`src/rtl/target_generator.sv`:
```
// -----------------------------------------------------------------------------
// target_generator
//
// Purpose:
//   Holds the snake game's target (food) cell on the 160x120 grid of 4x4-pixel
//   cells that cover the 640x480 VGA frame. A new pseudo-random target is
//   searched for whenever the snake head reaches the current one, and whenever
//   the master state machine enters PLAY. Two free-running LFSRs supply the
//   candidate coordinates. Each candidate is checked against the grid limits
//   and against the current target. If no acceptable candidate turns up within
//   a bounded number of tries, a deterministic column step is used instead.
//
// Ports:
//   CLK             in   1  system clock (100 MHz)
//   RESET           in   1  synchronous, active-low reset
//   MSM_STATE       in   2  master state: 00 idle, 01 play, 10 win, 11 lost
//   TARGET_REACHED  in   1  level from snake control, high while head is on target
//   TARGET_ADDR_H   out  8  current target column, 0..MAX_X
//   TARGET_ADDR_V   out  7  current target row, 0..MAX_Y
//   NEW_TARGET      out  1  one-cycle pulse when the target address is updated
//   BUSY            out  1  high while a new target is being searched for
// -----------------------------------------------------------------------------
module target_generator #(
  parameter int         MAX_X         = 159,
  parameter int         MAX_Y         = 119,
  parameter int         INIT_H        = 40,
  parameter int         INIT_V        = 30,
  parameter logic [7:0] SEED_H        = 8'hB5,
  parameter logic [6:0] SEED_V        = 7'h5A,
  parameter int         MAX_TRIES     = 64,
  parameter int         FALLBACK_STEP = 37
) (
  input  logic       CLK,
  input  logic       RESET,
  input  logic [1:0] MSM_STATE,
  input  logic       TARGET_REACHED,
  output logic [7:0] TARGET_ADDR_H,
  output logic [6:0] TARGET_ADDR_V,
  output logic       NEW_TARGET,
  output logic       BUSY
);

  localparam logic [1:0] MSM_PLAY = 2'b01;

  localparam logic [0:0] ST_HOLD   = 1'b0;
  localparam logic [0:0] ST_SEARCH = 1'b1;

  // An all-zero seed would lock a Fibonacci LFSR at zero forever.
  localparam logic [7:0] SEED_H_NZ = (SEED_H == 8'd0) ? 8'd1 : SEED_H;
  localparam logic [6:0] SEED_V_NZ = (SEED_V == 7'd0) ? 7'd1 : SEED_V;

  localparam logic [7:0] MAX_X_W  = 8'(MAX_X);
  localparam logic [6:0] MAX_Y_W  = 7'(MAX_Y);
  localparam logic [7:0] INIT_H_W = 8'(INIT_H);
  localparam logic [6:0] INIT_V_W = 7'(INIT_V);

  localparam int                 TRY_W    = (MAX_TRIES > 1) ? $clog2(MAX_TRIES) : 1;
  localparam logic [TRY_W-1:0]   LAST_TRY = TRY_W'(MAX_TRIES - 1);

  localparam logic [8:0] STEP_W = 9'(FALLBACK_STEP);
  localparam logic [8:0] MOD_W  = 9'(MAX_X + 1);

  logic [7:0]       lfsr_h;
  logic [6:0]       lfsr_v;
  logic             reached_q;
  logic [1:0]       msm_q;
  logic [0:0]       state;
  logic [TRY_W-1:0] tries;

  logic [7:0] cand_h;
  logic [6:0] cand_v;
  logic       cand_valid;
  logic       play_now;
  logic       trig_reach;
  logic       trig_start;
  logic       trigger;
  logic [8:0] fb_sum;
  logic [7:0] fb_h;

  // Free-running LFSRs.
  // H taps x^8+x^6+x^5+x^4+1. V taps x^7+x^6+1.
  // Both sequences are maximal length, so an LFSR seeded non-zero never hits 0.
  always_ff @(posedge CLK) begin
    if (!RESET) begin
      lfsr_h <= SEED_H_NZ;
      lfsr_v <= SEED_V_NZ;
    end else begin
      lfsr_h <= {lfsr_h[6:0], lfsr_h[7] ^ lfsr_h[5] ^ lfsr_h[4] ^ lfsr_h[3]};
      lfsr_v <= {lfsr_v[5:0], lfsr_v[6] ^ lfsr_v[5]};
    end
  end

  // Edge-detect history for the reach level and the master state.
  always_ff @(posedge CLK) begin
    if (!RESET) begin
      reached_q <= 1'b0;
      msm_q     <= 2'b00;
    end else begin
      reached_q <= TARGET_REACHED;
      msm_q     <= MSM_STATE;
    end
  end

  // Subtracting 1 lets candidates reach 0, which an LFSR value cannot.
  // The range check uses the full LFSR width, so large values are rejected
  // rather than wrapped into range.
  always_comb begin
    cand_h     = lfsr_h - 8'd1;
    cand_v     = lfsr_v - 7'd1;
    cand_valid = (cand_h <= MAX_X_W) && (cand_v <= MAX_Y_W) &&
                 ({cand_h, cand_v} != {TARGET_ADDR_H, TARGET_ADDR_V});
  end

  // A reach and a game start in the same cycle form a single trigger.
  always_comb begin
    play_now   = (MSM_STATE == MSM_PLAY);
    trig_reach = TARGET_REACHED && !reached_q && play_now;
    trig_start = play_now && (msm_q != MSM_PLAY);
    trigger    = trig_reach || trig_start;
  end

  // The fallback sum is formed at 9 bits, so H + step cannot overflow before
  // the modulo brings it back onto the grid.
  always_comb begin
    fb_sum = {1'b0, TARGET_ADDR_H} + STEP_W;
    fb_h   = 8'(fb_sum % MOD_W);
  end

  // Search controller.
  // Leaving PLAY aborts the search and takes priority over a good candidate.
  // Triggers seen during SEARCH are dropped, not queued.
  always_ff @(posedge CLK) begin
    if (!RESET) begin
      state         <= ST_HOLD;
      tries         <= '0;
      TARGET_ADDR_H <= INIT_H_W;
      TARGET_ADDR_V <= INIT_V_W;
      NEW_TARGET    <= 1'b0;
    end else begin
      NEW_TARGET <= 1'b0;
      if (state == ST_HOLD) begin
        if (trigger) begin
          state <= ST_SEARCH;
          tries <= '0;
        end
      end else begin
        if (!play_now) begin
          state <= ST_HOLD;
        end else if (cand_valid) begin
          TARGET_ADDR_H <= cand_h;
          TARGET_ADDR_V <= cand_v;
          NEW_TARGET    <= 1'b1;
          state         <= ST_HOLD;
        end else if (tries == LAST_TRY) begin
          TARGET_ADDR_H <= fb_h;
          NEW_TARGET    <= 1'b1;
          state         <= ST_HOLD;
        end else begin
          tries <= tries + TRY_W'(1);
        end
      end
    end
  end

  assign BUSY = (state == ST_SEARCH);

endmodule
```
`config.mk`:
```
export PLATFORM = sky130hd
export DESIGN_NAME = target_generator
export DESIGN_NICKNAME = d
export VERILOG_FILES = /design/src/rtl/target_generator.sv
export SDC_FILE = /design/constraint.sdc
export NUM_CORES = 1
export LEC_CHECK = 0
export BUFFER_PORTS_ARGS = -buffer_cell sky130_fd_sc_hd__buf_4
export CAP_MARGIN = 20
export CORE_MARGIN = 2
export CORE_UTILIZATION = 59
export DETAILED_ROUTE_END_ITERATION = 7
export MAX_ROUTING_LAYER = met4
export PLACE_DENSITY_LB_ADDON = 0.2
export SLEW_MARGIN = 20
export SYNTH_ARGS = -nofsm -noshare
export SYNTH_HDL_FRONTEND = slang
export SYNTH_SLANG_ARGS = --single-unit
export TNS_END_PERCENT = 20
```
`constraint.sdc`:
```
create_clock -name CLK -period 3.4 [get_ports CLK]
set_clock_uncertainty 0.05 [all_clocks]
set_input_delay 0.68 -clock CLK [delete_from_list [all_inputs] [get_ports CLK]]
set_output_delay 0.68 -clock CLK [all_outputs]
set_load 0.05 [all_outputs]
```
==> impl_results.html, run 1 <==
<table>
<tr><th>Metric</th><th>Value</th></tr>
<tr><th colspan="2">Status</th></tr>
<tr><td>Result of the run</td><td>completed</td></tr>
<tr><th colspan="2">STA</th></tr>
<tr><td>Slew headroom</td><td>0.660</td></tr>
<tr><td>Worst-margin pin slew</td><td>0.506 ns</td></tr>
<tr><td>Setup repair after global routing missed its margin</td><td>false</td></tr>
<tr><td>Final TNS setup</td><td>0 ns</td></tr>
<tr><td>Hold Fails Final Rpt</td><td>0</td></tr>
<tr><td>Final Setup Violations</td><td>0</td></tr>
<tr><td>Final worst path period share</td><td>0.892</td></tr>
<tr><td>Fin. max-slew vios</td><td>0</td></tr>
<tr><td>Maximum clock frequency</td><td>approximately 0.33 GHz</td></tr>
<tr><td>Time the worst path needs with I/O delays and setup</td><td>3.03 ns</td></tr>
<tr><th colspan="2">Critical path</th></tr>
<tr><td>Data arrival time of the critical path</td><td>approximately 3.2 ns</td></tr>
<tr><td>Setup crit start</td><td>lfsr_v[0]$_SDFF_PN0_</td></tr>
<tr><td>Worst setup path endpoint</td><td>tries[2]$_SDFFE_PN0P_</td></tr>
<tr><td>Maximum fanout along the worst path</td><td>12</td></tr>
<tr><td>Kind of start point of the critical path</td><td>flip-flop</td></tr>
<tr><td>Required time at the endpoint of the critical path</td><td>approximately 3.6 ns</td></tr>
<tr><td>Kind of critical path</td><td>flip-flop to flip-flop</td></tr>
<tr><td>Kind of end point of the critical path</td><td>flip-flop</td></tr>
<tr><td>Internal reg-to-reg setup slack</td><td>roughly 0.37 ns</td></tr>
<tr><td>Worst reg2reg path startpoint</td><td>lfsr_v[0]$_SDFF_PN0_</td></tr>
<tr><td>Logic depth of the worst register-to-register path</td><td>10</td></tr>
<tr><td>Reg2Reg Capture Point</td><td>tries[2]$_SDFFE_PN0P_</td></tr>
<tr><th colspan="2">Yosys</th></tr>
<tr><td>Cell accounting for the most synthesized area</td><td>dfxtp_1</td></tr>
<tr><td>Cell types occupying the most area after synthesis</td><td>dfxtp_1, xnor2_1, nand2_1, xor2_1, ha_1</td></tr>
<tr><td>Yosys warns</td><td>0</td></tr>
<tr><td>Ys flop type</td><td>dfxtp_1</td></tr>
<tr><td>Register area share after synthesis</td><td>0.341</td></tr>
<tr><td>Share of flip-flops with an asynchronous set or reset after synthesis</td><td>0</td></tr>
<tr><td>Net Count, Synth</td><td>roughly 280</td></tr>
<tr><td>Avg Synthesized Cell Area</td><td>about 8.9 um2</td></tr>
<tr><td>Area of the mapped netlist</td><td>approximately 2400 um2</td></tr>
<tr><td>Number of unique standard cell types used by synthesis</td><td>60</td></tr>
<tr><td>Gate Count Post-Synth</td><td>270</td></tr>
<tr><td>Seq cells post-synth</td><td>41</td></tr>
<tr><td>Area share of the largest cell type after synthesis</td><td>0.341</td></tr>
<tr><td>Number of flops mapped to enable cells by yosys</td><td>0</td></tr>
<tr><th colspan="2">Floorplanning</th></tr>
<tr><td>Area of the die</td><td>~4600 um2</td></tr>
<tr><td>Height of the die</td><td>around 68 um</td></tr>
<tr><td>Initial Util</td><td>0.606</td></tr>
<tr><td>Floorplan die width</td><td>about 68 um</td></tr>
<tr><td>Std-Cell Rows</td><td>23</td></tr>
<tr><td>Top-level I/O count</td><td>22</td></tr>
<tr><td>Core outline area</td><td>around 4000 um2</td></tr>
<tr><th colspan="2">Clock tree</th></tr>
<tr><td>Clock insertion delay at the later pin of the skew report</td><td>around 0.29 ns</td></tr>
<tr><td>H-tree levels</td><td>2</td></tr>
<tr><td>CTS Buf Count</td><td>5</td></tr>
<tr><td>Post-CTS Setup Inserts</td><td>0</td></tr>
<tr><td>Clock net sink count</td><td>41</td></tr>
<tr><td>CTS root buf</td><td>clkbuf_8</td></tr>
<tr><td>Clock Path Buffers</td><td>2</td></tr>
<tr><td>Clock input transition at the sequential cells of the worst setup and hold paths</td><td>around 0.080 ns</td></tr>
<tr><td>TritonCTS clock tree</td><td>built</td></tr>
<tr><th colspan="2">Hold path</th></tr>
<tr><td>Start point of the worst hold path</td><td>tries[4]$_SDFFE_PN0P_</td></tr>
<tr><td>HP Class</td><td>flip-flop to flip-flop</td></tr>
<tr><th colspan="2">Drt</th></tr>
<tr><td>Remaining number of nets flagged by the antenna check after routing</td><td>0</td></tr>
<tr><td>1st-iter DRT viols</td><td>around 150</td></tr>
<tr><td>Drt wl/cell</td><td>between 15 and 20 um</td></tr>
<tr><td>Average vias per placed instance</td><td>roughly 6.1</td></tr>
<tr><td>Number of search-and-repair iterations in the first detailed-routing pass</td><td>4</td></tr>
<tr><td>Overall via count from detail_route</td><td>roughly 2,000</td></tr>
<tr><td>Routed wire length</td><td>5.08 mm</td></tr>
<tr><td>DRC violations left</td><td>0</td></tr>
<tr><th colspan="2">Finish</th></tr>
<tr><td>Number of antenna cells inserted</td><td>0</td></tr>
<tr><td>Post-route cell area</td><td>approximately 2700 um2</td></tr>
<tr><td>Layout net count</td><td>between 200 and 300</td></tr>
<tr><td>Layout overhead on the synthesized area</td><td>10.4%</td></tr>
<tr><td>Share of layout cells above drive strength 1</td><td>0.148</td></tr>
<tr><th colspan="2">Flow run</th></tr>
<tr><td>Number of violations of the max-capacitance limit</td><td>0</td></tr>
<tr><th colspan="2">Placed design</th></tr>
<tr><td>Placed instance area</td><td>between 2000 and 3000 um2</td></tr>
<tr><td>Count of buffers from port buffering</td><td>21</td></tr>
<tr><td>Dpl hpwl</td><td>roughly 3.6 mm</td></tr>
<tr><td>Routability congestion estimate</td><td>0.914</td></tr>
<tr><th colspan="2">Global route</th></tr>
<tr><td>Vias in the first global route</td><td>between 1,500 and 2,000</td></tr>
<tr><td>Global-route wire length before repair</td><td>between 8 and 9 mm</td></tr>
<tr><td>Global route overflow</td><td>0</td></tr>
<tr><td>Maximum number of pins on one net before global-route repair</td><td>30</td></tr>
<tr><td>Initial antenna violation count</td><td>0</td></tr>
<tr><td>Global-route usage over all layers</td><td>0.254</td></tr>
<tr><th colspan="2">Power and ir drop</th></tr>
<tr><td>Overall power of the completed layout</td><td>around 1000 uW</td></tr>
<tr><td>Static Leak</td><td>around 0.001 uW</td></tr>
<tr><td>Maximum ir drop on the vdd rail</td><td>around 350 uV</td></tr>
<tr><td>Power Density</td><td>~380 nW/um2</td></tr>
</table>
## critical path, stage by stage, from the launching register on
cell,delay (ns)
dfxtp_1,0.45
inv_1,0.12
ha_1,0.24
xor2_1,0.25
xnor2_1,0.16
o2111ai_1,0.18
nor4_4,0.38
a31oi_4,0.23
buf_4,0.23
or4_1,0.50
a21boi_0,0.17
## how the worst min path moves through the flow
stage          cells after the start  slack [ns]                    end
6_report                           2        0.43  tries[4]$_SDFFE_PN0P_
5_1_grt                            2        0.48  tries[4]$_SDFFE_PN0P_
4_1_cts                            2        0.43  tries[4]$_SDFFE_PN0P_
3_5_place_dp                       2        0.42  tries[4]$_SDFFE_PN0P_
3_3_place_gp                       2        0.42  tries[4]$_SDFFE_PN0P_
2_1_floorplan                      2        0.40  tries[4]$_SDFFE_PN0P_
## through the flow
stage / util / hold WS, ns / cells / setup slack (ns)
6_report: 0.668 / 0.431 / 333 / 0.368
5_1_grt: 0.668 / 0.476 / 333 / 0.0616
4_1_cts: 0.665 / 0.433 / 333 / 0.248
3_5_place_dp: 0.643 / 0.423 / 326 / 0.272
3_3_place_gp: 0.643 / 0.417 / 326 / 0.407
2_1_floorplan: - / 0.400 / 270 / 0.811
## report_power, final
part | internal (uW) | switching [uW]
logic | 73.6 | 94.5
clock network | 161 | 157
registers | 500 | 26.4
## flip-flops by register name, indices dropped and copies added, names as in the netlist
name and flops:
msm_q 2, BUSY 1, NEW_TARGET 1, TARGET_ADDR_H 8, tries 6, lfsr_h 8
lfsr_v 7, reached_q 1, TARGET_ADDR_V 7
## area by class of cell
| class | instances | area [um2] |
|---|---|---|
| Tap cell | 50 | 62.6 |
| Inverter | 9 | 33.8 |
| Timing Repair Buffer | 22 | 165 |
| Multi-Input combinational cell | 204 | 1490 |
| Sequential cell | 41 | 821 |
| Clock buffer | 7 | 86.3 |
| Fill cell | 341 | 1320 |
## placed cells by master, fill, tap and decap left out, types with 6 or more instances in the layout
cell	n
nor2_1	13
o21ai_0	12
nand3_1	7
nand2b_1	7
a31oi_1	6
ha_1	6
clkbuf_8	6
inv_1	8
xor2_1	9
dfxtp_1	41
nand2_1	21
and2_1	9
xnor2_1	20
buf_4	22
a21oi_1	8
## cell usage after synthesis (3+ instances only)
| cell type | count |
|---|---|
| o21ai_0 | 12 |
| a21boi_0 | 3 |
| inv_1 | 8 |
| xnor2_1 | 20 |
| nor4_1 | 4 |
| a31oi_1 | 6 |
| nand3_1 | 7 |
| nor3_1 | 4 |
| xor2_1 | 9 |
| ha_1 | 6 |
| a21oi_1 | 8 |
| o31ai_1 | 3 |
| or4_1 | 5 |
| dfxtp_1 | 41 |
| nand3b_1 | 3 |
| nand2_1 | 21 |
| and3_1 | 3 |
| o211ai_1 | 4 |
| nor3b_1 | 6 |
| o22ai_1 | 3 |
| clkbuf_1 | 11 |
| mux2i_1 | 4 |
| buf_2 | 3 |
| nor2_1 | 13 |
| and2_1 | 9 |
| nand2b_1 | 7 |
## cell families after synthesis
kind of cell / count (synthesis) / synth area share
xor gates and xnor gates: 31 / 0.124
AOI/OAI and AO/OA: 64 / 0.186
buffers and inverters: 25 / 0.0468
DFF: 41 / 0.341
muxes: 7 / 0.0307
and+or+nand+nor: 96 / 0.240
adders and majority gates: 6 / 0.0312
## timing repair
item | 4_1_cts | 5_1_grt
hold endpoints to repair | 0 | 0
endpoints found under the setup margin | 0 | 2
gates resized for setup | 0 | 2
hold buffers | 0 | 0
## layer usage
layer,track usage,part of all wire,vias to the layer above
li1,-,-,1002
met2,0.418,0.48,39
met5,-,0,-
met4,0.0650,0.012,0
met1,0.319,0.47,975
met3,0.0526,0.038,7
Note: power is estimated with default switching activity, not from simulation.
==> run 2: changes to the inputs <==
--- a/config.mk
+++ b/config.mk
@@ -8,7 +8,7 @@
 export BUFFER_PORTS_ARGS = -buffer_cell sky130_fd_sc_hd__buf_4
 export CAP_MARGIN = 20
 export CORE_MARGIN = 2
-export CORE_UTILIZATION = 59
+export CORE_UTILIZATION = 54
 export DETAILED_ROUTE_END_ITERATION = 7
 export MAX_ROUTING_LAYER = met4
 export PLACE_DENSITY_LB_ADDON = 0.2
==> run 2 against run 1 <==
Net effect:
- worst setup slack gained 0.024 ns
- total power down 0.79%
- register-to-register slack better by 0.02 ns
- worst hold slack improved by 0.019 ns
- final cell count rose by 1.2%
- non-clock buffer count up 1
- via count rose by 0.30%
- flip-flop and latch count unchanged
- sequential share of layout area rose by 0.12 points
==> impl_results.html, run 2 (synthesis results as in run 1) <==
<table>
<tr><th>Metric</th><th>Value</th></tr>
<tr><th colspan="2">Status</th></tr>
<tr><td>Result of the run</td><td>completed</td></tr>
<tr><th colspan="2">Finish</th></tr>
<tr><td>Most common cell after layout, fill and taps aside</td><td>dfxtp_1</td></tr>
<tr><td>Post-route cell area</td><td>2640 um2 (-0.38%)</td></tr>
<tr><td>Layout overhead on the synthesized area</td><td>9.94%</td></tr>
<tr><td>Layout net count</td><td>295 (+0.34%)</td></tr>
<tr><td>Number of antenna cells inserted</td><td>0 (unchanged)</td></tr>
<tr><td>Largest registers ranked by flip-flop count</td><td>TARGET_ADDR_H: 8 flops, lfsr_h: 8 flops</td></tr>
<tr><td>Share of layout cells above drive strength 1</td><td>0.144 (-0.00455)</td></tr>
<tr><td>Fill cell instance count of the final layout</td><td>405 (+19%)</td></tr>
<tr><td>Commonest cells after routing, fill and taps aside</td><td>dfxtp_1, buf_4, nand2_1, xnor2_1, nor2_1</td></tr>
<tr><th colspan="2">Critical path</th></tr>
<tr><td>Kind of start point of the critical path</td><td>flip-flop</td></tr>
<tr><td>Logic depth of the worst register-to-register path</td><td>10 (unchanged)</td></tr>
<tr><td>Kind of end point of the critical path</td><td>flip-flop</td></tr>
<tr><td>Worst setup path endpoint</td><td>tries[4]$_SDFFE_PN0P_</td></tr>
<tr><td>Data arrival time of the critical path</td><td>3.18 ns (-0.02 ns)</td></tr>
<tr><td>Internal reg-to-reg setup slack</td><td>0.39 ns (+0.02 ns)</td></tr>
<tr><td>Kind of critical path</td><td>flip-flop to flip-flop</td></tr>
<tr><td>Worst reg2reg path startpoint</td><td>lfsr_v[0]$_SDFF_PN0_</td></tr>
<tr><td>Maximum fanout along the worst path</td><td>10 (-2)</td></tr>
<tr><td>Reg2Reg Capture Point</td><td>tries[4]$_SDFFE_PN0P_</td></tr>
<tr><td>Setup crit start</td><td>lfsr_v[0]$_SDFF_PN0_</td></tr>
<tr><td>Required time at the endpoint of the critical path</td><td>3.57 ns (about the same)</td></tr>
<tr><th colspan="2">Placed design</th></tr>
<tr><td>Dpl hpwl</td><td>3.69 mm (+1.9%)</td></tr>
<tr><td>Count of buffers from port buffering</td><td>21 (unchanged)</td></tr>
<tr><td>Routability congestion estimate</td><td>0.890 (-2.7%)</td></tr>
<tr><td>Placed instance area</td><td>2560 um2 (+0.39%)</td></tr>
<tr><th colspan="2">Global route</th></tr>
<tr><td>Global-route usage over all layers</td><td>0.226 (-0.0271)</td></tr>
<tr><td>Maximum number of pins on one net before global-route repair</td><td>30 (unchanged)</td></tr>
<tr><td>Initial antenna violation count</td><td>0 (unchanged)</td></tr>
<tr><td>Global route overflow</td><td>0 (unchanged)</td></tr>
<tr><td>Vias in the first global route</td><td>1,869 (+0.65%)</td></tr>
<tr><td>Global-route wire length before repair</td><td>8.78 mm (+1.9%)</td></tr>
<tr><th colspan="2">Clock tree</th></tr>
<tr><td>Post-CTS Setup Inserts</td><td>0 (unchanged)</td></tr>
<tr><td>Clock net sink count</td><td>41 (unchanged)</td></tr>
<tr><td>Clock Path Buffers</td><td>2 (unchanged)</td></tr>
<tr><td>Number of hold-repair buffers added at the cts stage</td><td>0 (unchanged)</td></tr>
<tr><td>Post-CTS resize count</td><td>0 (unchanged)</td></tr>
<tr><td>CTS Buf Count</td><td>5 (unchanged)</td></tr>
<tr><td>Clock input transition at the sequential cells of the worst setup and hold paths</td><td>0.07 ns (about the same)</td></tr>
<tr><td>CTS root buf</td><td>clkbuf_8</td></tr>
<tr><td>H-tree levels</td><td>2 (unchanged)</td></tr>
<tr><td>Clock insertion delay at the later pin of the skew report</td><td>0.29 ns (about the same)</td></tr>
<tr><td>TritonCTS clock tree</td><td>built</td></tr>
<tr><th colspan="2">Drt</th></tr>
<tr><td>Drt wl/cell</td><td>15.5 um (+1.5%)</td></tr>
<tr><td>Overall via count from detail_route</td><td>2,029 (+0.30%)</td></tr>
<tr><td>Average vias per placed instance</td><td>6.02 (-0.89%)</td></tr>
<tr><td>Routed wire length</td><td>5.22 mm (+2.7%)</td></tr>
<tr><td>DRC violations left</td><td>0 (unchanged)</td></tr>
<tr><td>1st-iter DRT viols</td><td>175 (+17%)</td></tr>
<tr><td>Number of search-and-repair iterations in the first detailed-routing pass</td><td>4 (unchanged)</td></tr>
<tr><td>Remaining number of nets flagged by the antenna check after routing</td><td>0 (unchanged)</td></tr>
<tr><th colspan="2">Floorplanning</th></tr>
<tr><td>Floorplan die width</td><td>70.7 um (+4.3%)</td></tr>
<tr><td>Height of the die</td><td>70.7 um (+4.3%)</td></tr>
<tr><td>Std-Cell Rows</td><td>24 (+4.3%)</td></tr>
<tr><td>Top-level I/O count</td><td>22 (unchanged)</td></tr>
<tr><td>Initial Util</td><td>0.556 (-0.0494)</td></tr>
<tr><td>Core outline area</td><td>4320 um2 (+8.9%)</td></tr>
<tr><td>Area of the die</td><td>5000 um2 (+8.7%)</td></tr>
<tr><th colspan="2">STA</th></tr>
<tr><td>Worst-margin pin slew</td><td>0.553 ns (+0.0473 ns)</td></tr>
<tr><td>Final worst path period share</td><td>0.885 (-0.00694)</td></tr>
<tr><td>Setup repair after global routing missed its margin</td><td>false</td></tr>
<tr><td>Slew headroom</td><td>0.629 (-0.0318)</td></tr>
<tr><td>Final Setup Violations</td><td>0 (unchanged)</td></tr>
<tr><td>Hold Fails Final Rpt</td><td>0 (unchanged)</td></tr>
<tr><td>Fin. max-slew vios</td><td>0 (unchanged)</td></tr>
<tr><td>Time the worst path needs with I/O delays and setup</td><td>3.01 ns (-0.0236 ns)</td></tr>
<tr><td>Final TNS setup</td><td>0 ns (unchanged)</td></tr>
<tr><td>Maximum clock frequency</td><td>0.332 GHz (+0.78%)</td></tr>
<tr><th colspan="2">Power and ir drop</th></tr>
<tr><td>Power Density</td><td>380 nW/um2 (-0.41%)</td></tr>
<tr><td>Maximum ir drop on the vdd rail</td><td>235 uV (-33%)</td></tr>
<tr><td>Static Leak</td><td>0.00101 uW (-0.19%)</td></tr>
<tr><th colspan="2">Flow run</th></tr>
<tr><td>Number of violations of the max-capacitance limit</td><td>0 (unchanged)</td></tr>
<tr><th colspan="2">Hold path</th></tr>
<tr><td>HP Class</td><td>flip-flop to flip-flop</td></tr>
</table>
==> run 2: cell count changes in the layout (fill, tap and decap cells not counted) <==
| cell | delta |
|---|---|
| clkbuf_8 | -1 |
| nor3b_2 | -1 |
| buf_4 | +1 |
| a31oi_2 | +1 |
| nor3b_1 | +1 |
| clkbuf_1 | +2 |
| a31oi_4 | -1 |
==> run 2: worst max-delay path, cell delays in order, from the launching register on <==
cell and delay (ns):
dfxtp_1 0.36, inv_1 0.13, ha_1 0.19, nor3b_1 0.40, nand2_1 0.17, xnor2_1 0.20
nor4_4 0.30, a31oi_2 0.24, buf_4 0.23, or4_1 0.49, a21boi_0 0.18
==> run 2: layout make-up <==
| cell class | instances | area [um2] | share of cell area |
|---|---|---|---|
| Multi-Input combinational cell | 204 | 1470 | 0.557 |
| Sequential cell | 41 | 821 | 0.310 |
| Timing Repair Buffer | 23 | 173 | 0.0653 |
| Clock buffer | 8 | 80.1 | 0.0303 |
| Tap cell | 52 | 65.1 | 0.0246 |
| Inverter | 9 | 33.8 | 0.0128 |
==> run 2: metal layers <==
metal  up-vias  wire, um  global-route usage  share of wire
met5         -         0                   -              0
met4         0        66              0.0776          0.013
met3         5       263              0.0385          0.050
met2        55      2480               0.351           0.48
met1       974      2410               0.301           0.46
li1        995         -                   -              -
==> run 2: worst min path at each step <==
stage	slack [ns]	to	cells past startpoint	start
6_report	0.45	tries[4]$_SDFFE_PN0P_	2	tries[4]$_SDFFE_PN0P_
5_1_grt	0.48	tries[1]$_SDFFE_PN0P_	2	tries[1]$_SDFFE_PN0P_
4_1_cts	0.45	tries[4]$_SDFFE_PN0P_	2	tries[4]$_SDFFE_PN0P_
3_5_place_dp	0.43	tries[4]$_SDFFE_PN0P_	2	tries[4]$_SDFFE_PN0P_
3_3_place_gp	0.43	tries[4]$_SDFFE_PN0P_	2	tries[4]$_SDFFE_PN0P_
2_1_floorplan	0.40	tries[4]$_SDFFE_PN0P_	2	tries[4]$_SDFFE_PN0P_
==> run 2: per-stage QoR <==
stage	worst slack, ns	hold slack, ns	power [uW]	util	std cells
global route	0.154	0.484	1050	0.611	337
global placement	0.513	0.426	703	0.593	329
detailed placement	0.440	0.428	705	0.593	329
finish	0.392	0.450	1000	0.611	337
floorplan	0.811	0.400	669	-	270
CTS	0.400	0.446	1010	0.611	337
==> run 2: power by group <==
part,total [uW],switching [uW],internal (uW)
combinational,171,96.7,74.1
clock,308,162,146
sequential,525,25.1,499
total,1000,284,719
==> run 3: changes to the inputs <==
--- a/config.mk
+++ b/config.mk
@@ -12,6 +12,7 @@
 export DETAILED_ROUTE_END_ITERATION = 7
 export MAX_ROUTING_LAYER = met4
 export PLACE_DENSITY_LB_ADDON = 0.2
+export SETUP_SLACK_MARGIN = 0.4
 export SLEW_MARGIN = 20
 export SYNTH_ARGS = -nofsm -noshare
 export SYNTH_HDL_FRONTEND = slang
==> constraint.sdc (replaced) <==
create_clock -name CLK -period 3.2 [get_ports CLK]
set_clock_uncertainty 0.05 [all_clocks]
set_input_delay 0.64 -clock CLK [delete_from_list [all_inputs] [get_ports CLK]]
set_output_delay 0.64 -clock CLK [all_outputs]
set_load 0.05 [all_outputs]
==> run 3 against run 2 <==
Net effect:
- routed wire length up 7.3%
- core utilization rose by 5.3 points
- worst setup slack better by 0.044 ns
- first-iteration DRC count is 15% higher
- non-clock buffer count increased by 5
- count of clock-buffer cells in the layout decreased by 3
==> impl_results.html, run 3 (synthesis results as in run 1) <==
<table>
<tr><th>Metric</th><th>Value</th></tr>
<tr><th colspan="2">Finish</th></tr>
<tr><td>Layout overhead on the synthesized area</td><td>19.5%</td></tr>
<tr><td>Layout net count</td><td>300 (+1.7%)</td></tr>
<tr><td>Commonest cells after routing, fill and taps aside</td><td>dfxtp_1, buf_4, nand2_1, xnor2_1, nor2_1</td></tr>
<tr><td>Largest registers ranked by flip-flop count</td><td>TARGET_ADDR_H: 8 flops, lfsr_h: 8 flops</td></tr>
<tr><td>Non-filler instance count after layout</td><td>341 (+1.2%)</td></tr>
<tr><td>Share of layout cells above drive strength 1</td><td>0.235 (+0.0914)</td></tr>
<tr><td>Core Util, Final</td><td>0.665 (+0.0532)</td></tr>
<tr><td>Most common cell after layout, fill and taps aside</td><td>dfxtp_1</td></tr>
<tr><td>Fill cell instance count of the final layout</td><td>355 (-12%)</td></tr>
<tr><td>Number of antenna cells inserted</td><td>0 (unchanged)</td></tr>
<tr><th colspan="2">Critical path</th></tr>
<tr><td>Data arrival time of the critical path</td><td>2.94 ns (-0.24 ns)</td></tr>
<tr><td>Kind of critical path</td><td>flip-flop to flip-flop</td></tr>
<tr><td>Kind of end point of the critical path</td><td>flip-flop</td></tr>
<tr><td>Cell with the biggest individual delay on the critical path</td><td>or4_1</td></tr>
<tr><td>Required time at the endpoint of the critical path</td><td>3.37 ns (-0.20 ns)</td></tr>
<tr><td>Crit-path cells</td><td>nor3_1, xnor2_1, o2111ai_2, nor4_4, a31oi_4, buf_12, or4_1, a21boi_0</td></tr>
<tr><td>Maximum fanout along the worst path</td><td>14 (+4)</td></tr>
<tr><td>Slowest cell delay on critical path</td><td>0.49 ns (about the same)</td></tr>
<tr><td>Kind of start point of the critical path</td><td>flip-flop</td></tr>
<tr><th colspan="2">Clock tree</th></tr>
<tr><td>Clock Path Buffers</td><td>2 (unchanged)</td></tr>
<tr><td>Clock input transition at the sequential cells of the worst setup and hold paths</td><td>0.08 ns (about the same)</td></tr>
<tr><td>Clock net sink count</td><td>41 (unchanged)</td></tr>
<tr><td>Number of hold-repair buffers added at the cts stage</td><td>0 (unchanged)</td></tr>
<tr><td>CTS root buf</td><td>clkbuf_8</td></tr>
<tr><td>Clock insertion delay at the later pin of the skew report</td><td>0.29 ns (about the same)</td></tr>
<tr><td>H-tree levels</td><td>2 (unchanged)</td></tr>
<tr><td>TritonCTS clock tree</td><td>built</td></tr>
<tr><td>CTS Buf Count</td><td>5 (unchanged)</td></tr>
<tr><th colspan="2">Drt</th></tr>
<tr><td>Remaining number of nets flagged by the antenna check after routing</td><td>0 (unchanged)</td></tr>
<tr><td>Number of search-and-repair iterations in the first detailed-routing pass</td><td>4 (unchanged)</td></tr>
<tr><td>Overall via count from detail_route</td><td>2,099 (+3.4%)</td></tr>
<tr><td>DRC violations left</td><td>0 (unchanged)</td></tr>
<tr><td>1st-iter DRT viols</td><td>201 (+15%)</td></tr>
<tr><td>Average vias per placed instance</td><td>6.16 (+2.2%)</td></tr>
<tr><td>Drt wl/cell</td><td>16.4 um (+6.1%)</td></tr>
<tr><td>Routed wire length</td><td>5.60 mm (+7.3%)</td></tr>
<tr><th colspan="2">Power and ir drop</th></tr>
<tr><td>Proportion of power drawn by flip-flops and latches</td><td>0.470 (-0.053)</td></tr>
<tr><td>Total internal power</td><td>867 uW (+21%)</td></tr>
<tr><td>Power Density</td><td>417 nW/um2 (+9.9%)</td></tr>
<tr><td>Static Leak</td><td>0.00109 uW (+7.6%)</td></tr>
<tr><td>Maximum ir drop on the vdd rail</td><td>297 uV (+26%)</td></tr>
<tr><td>Clk pwr share</td><td>0.337 (+0.030)</td></tr>
<tr><td>Switching Share</td><td>0.277 (-0.00629)</td></tr>
<tr><td>Overall power of the completed layout</td><td>1200 uW (+20%)</td></tr>
<tr><td>Switching power total</td><td>332 uW (+17%)</td></tr>
<tr><td>Combinational Power Share</td><td>0.193 (+0.023)</td></tr>
<tr><th colspan="2">Status</th></tr>
<tr><td>Result of the run</td><td>completed</td></tr>
<tr><th colspan="2">STA</th></tr>
<tr><td>Fin. max-slew vios</td><td>0 (unchanged)</td></tr>
<tr><td>Setup slack of the critical path after layout</td><td>0.435 ns (+0.0438 ns)</td></tr>
<tr><td>Hold Fails Final Rpt</td><td>0 (unchanged)</td></tr>
<tr><td>Slew headroom</td><td>0.606 (-0.0225)</td></tr>
<tr><td>Worst-margin pin slew</td><td>0.587 ns (+0.0336 ns)</td></tr>
<tr><td>Final TNS setup</td><td>0 ns (unchanged)</td></tr>
<tr><td>Final worst path period share</td><td>0.864 (-0.0209)</td></tr>
<tr><td>Setup repair after global routing missed its margin</td><td>true</td></tr>
<tr><td>Time the worst path needs with I/O delays and setup</td><td>2.76 ns (-0.244 ns)</td></tr>
<tr><td>Maximum clock frequency</td><td>0.362 GHz (+8.8%)</td></tr>
<tr><td>Final Setup Violations</td><td>0 (unchanged)</td></tr>
<tr><th colspan="2">Global route</th></tr>
<tr><td>Global route overflow</td><td>0 (unchanged)</td></tr>
<tr><td>Maximum number of pins on one net before global-route repair</td><td>30 (unchanged)</td></tr>
<tr><td>Global-route wire length before repair</td><td>8.92 mm (+1.7%)</td></tr>
<tr><td>Global-route usage over all layers</td><td>0.229 (+0.00274)</td></tr>
<tr><td>Vias in the first global route</td><td>1,871 (+0.11%)</td></tr>
<tr><td>Initial antenna violation count</td><td>0 (unchanged)</td></tr>
<tr><th colspan="2">Flow run</th></tr>
<tr><td>Number of violations of the max-capacitance limit</td><td>0 (unchanged)</td></tr>
<tr><th colspan="2">Placed design</th></tr>
<tr><td>Count of buffers from port buffering</td><td>21 (unchanged)</td></tr>
<tr><td>Routability congestion estimate</td><td>0.862 (-3.2%)</td></tr>
<tr><td>Post-place setup slack</td><td>0.230 ns (-0.210 ns)</td></tr>
<tr><td>Number of placed instances with taps included</td><td>328 (-0.30%)</td></tr>
<tr><td>Dpl hpwl</td><td>3.64 mm (-1.4%)</td></tr>
<tr><th colspan="2">Floorplanning</th></tr>
<tr><td>Area of the die</td><td>5000 um2 (unchanged)</td></tr>
<tr><td>Std-Cell Rows</td><td>24 (unchanged)</td></tr>
<tr><td>Core outline area</td><td>4320 um2 (unchanged)</td></tr>
<tr><td>Floorplan die width</td><td>70.7 um (unchanged)</td></tr>
<tr><td>Height of the die</td><td>70.7 um (unchanged)</td></tr>
<tr><td>Initial Util</td><td>0.556 (unchanged)</td></tr>
<tr><td>Top-level I/O count</td><td>22 (unchanged)</td></tr>
<tr><th colspan="2">Hold path</th></tr>
<tr><td>HP Class</td><td>flip-flop to flip-flop</td></tr>
</table>
run 3: changes by cell type in the layout (fill, tap and decap cells not counted), sizes merged:
| cell | delta |
|---|---|
| buf | +5 |
| clkbuf | -3 |
| bufinv | +1 |
| clkinv | +1 |
run 3: worst paths after layout:
kind	start	slack (ns)	cells past startpoint	end
worst max register to register	lfsr_v[2]$_SDFF_PN0_	0.44	8	tries[4]$_SDFFE_PN0P_
worst min register to register	tries[4]$_SDFFE_PN0P_	0.45	2	tries[4]$_SDFFE_PN0P_
worst max-delay path	lfsr_v[2]$_SDFF_PN0_	0.44	8	tries[4]$_SDFFE_PN0P_
worst min-delay path	tries[4]$_SDFFE_PN0P_	0.45	2	tries[4]$_SDFFE_PN0P_
run 3: layout make-up:
class | count | area [um2] | share of cell area
multi-input combinational | 204 | 1610 | 0.560
timing repair buffer | 28 | 235 | 0.0818
clock buffer | 5 | 68.8 | 0.0239
sequential | 41 | 826 | 0.287
clock inverter | 2 | 35.0 | 0.0122
inverter | 9 | 33.8 | 0.0118
tap | 52 | 65.1 | 0.0226
run 3: critical path: cells and delay by family, from the launching register on:
family | cells | cell delay, ns
flops | 1 | 0.42
xor+xnor | 1 | 0.22
compound gates | 3 | 0.48
simple gates | 3 | 1.36
buf+inv | 1 | 0.17
run 3: power groups by stage:
stage	registers (uW)	logic [uW]	clock network, uW
floorplan	569	142	0
global placement	569	181	0
detailed placement	570	182	0
CTS	560	200	411
global route	567	248	426
finish	564	231	404
run 3: timing repair:
action	4_1_cts	5_1_grt
pin swaps	4	4
buffers inserted	1	5
setup endpoints to repair	13	10
gates resized for setup	12	16
run 3: metal layers:
layer  track usage  vias up  wire length, um
li1              -     1007                -
met1         0.304     1007             2480
met2         0.345       71             2700
met3        0.0470       14              319
met4        0.0901        0              102
met5             -        -                0
run 3: per-stage QoR:
step	hold slack, ns	instance area [um2]
after detailed placement	0.435	2570
after floorplan	0.400	2400
after CTS	0.444	2750
after global routing	0.485	2870
final	0.448	2870
after global placement	0.418	2570
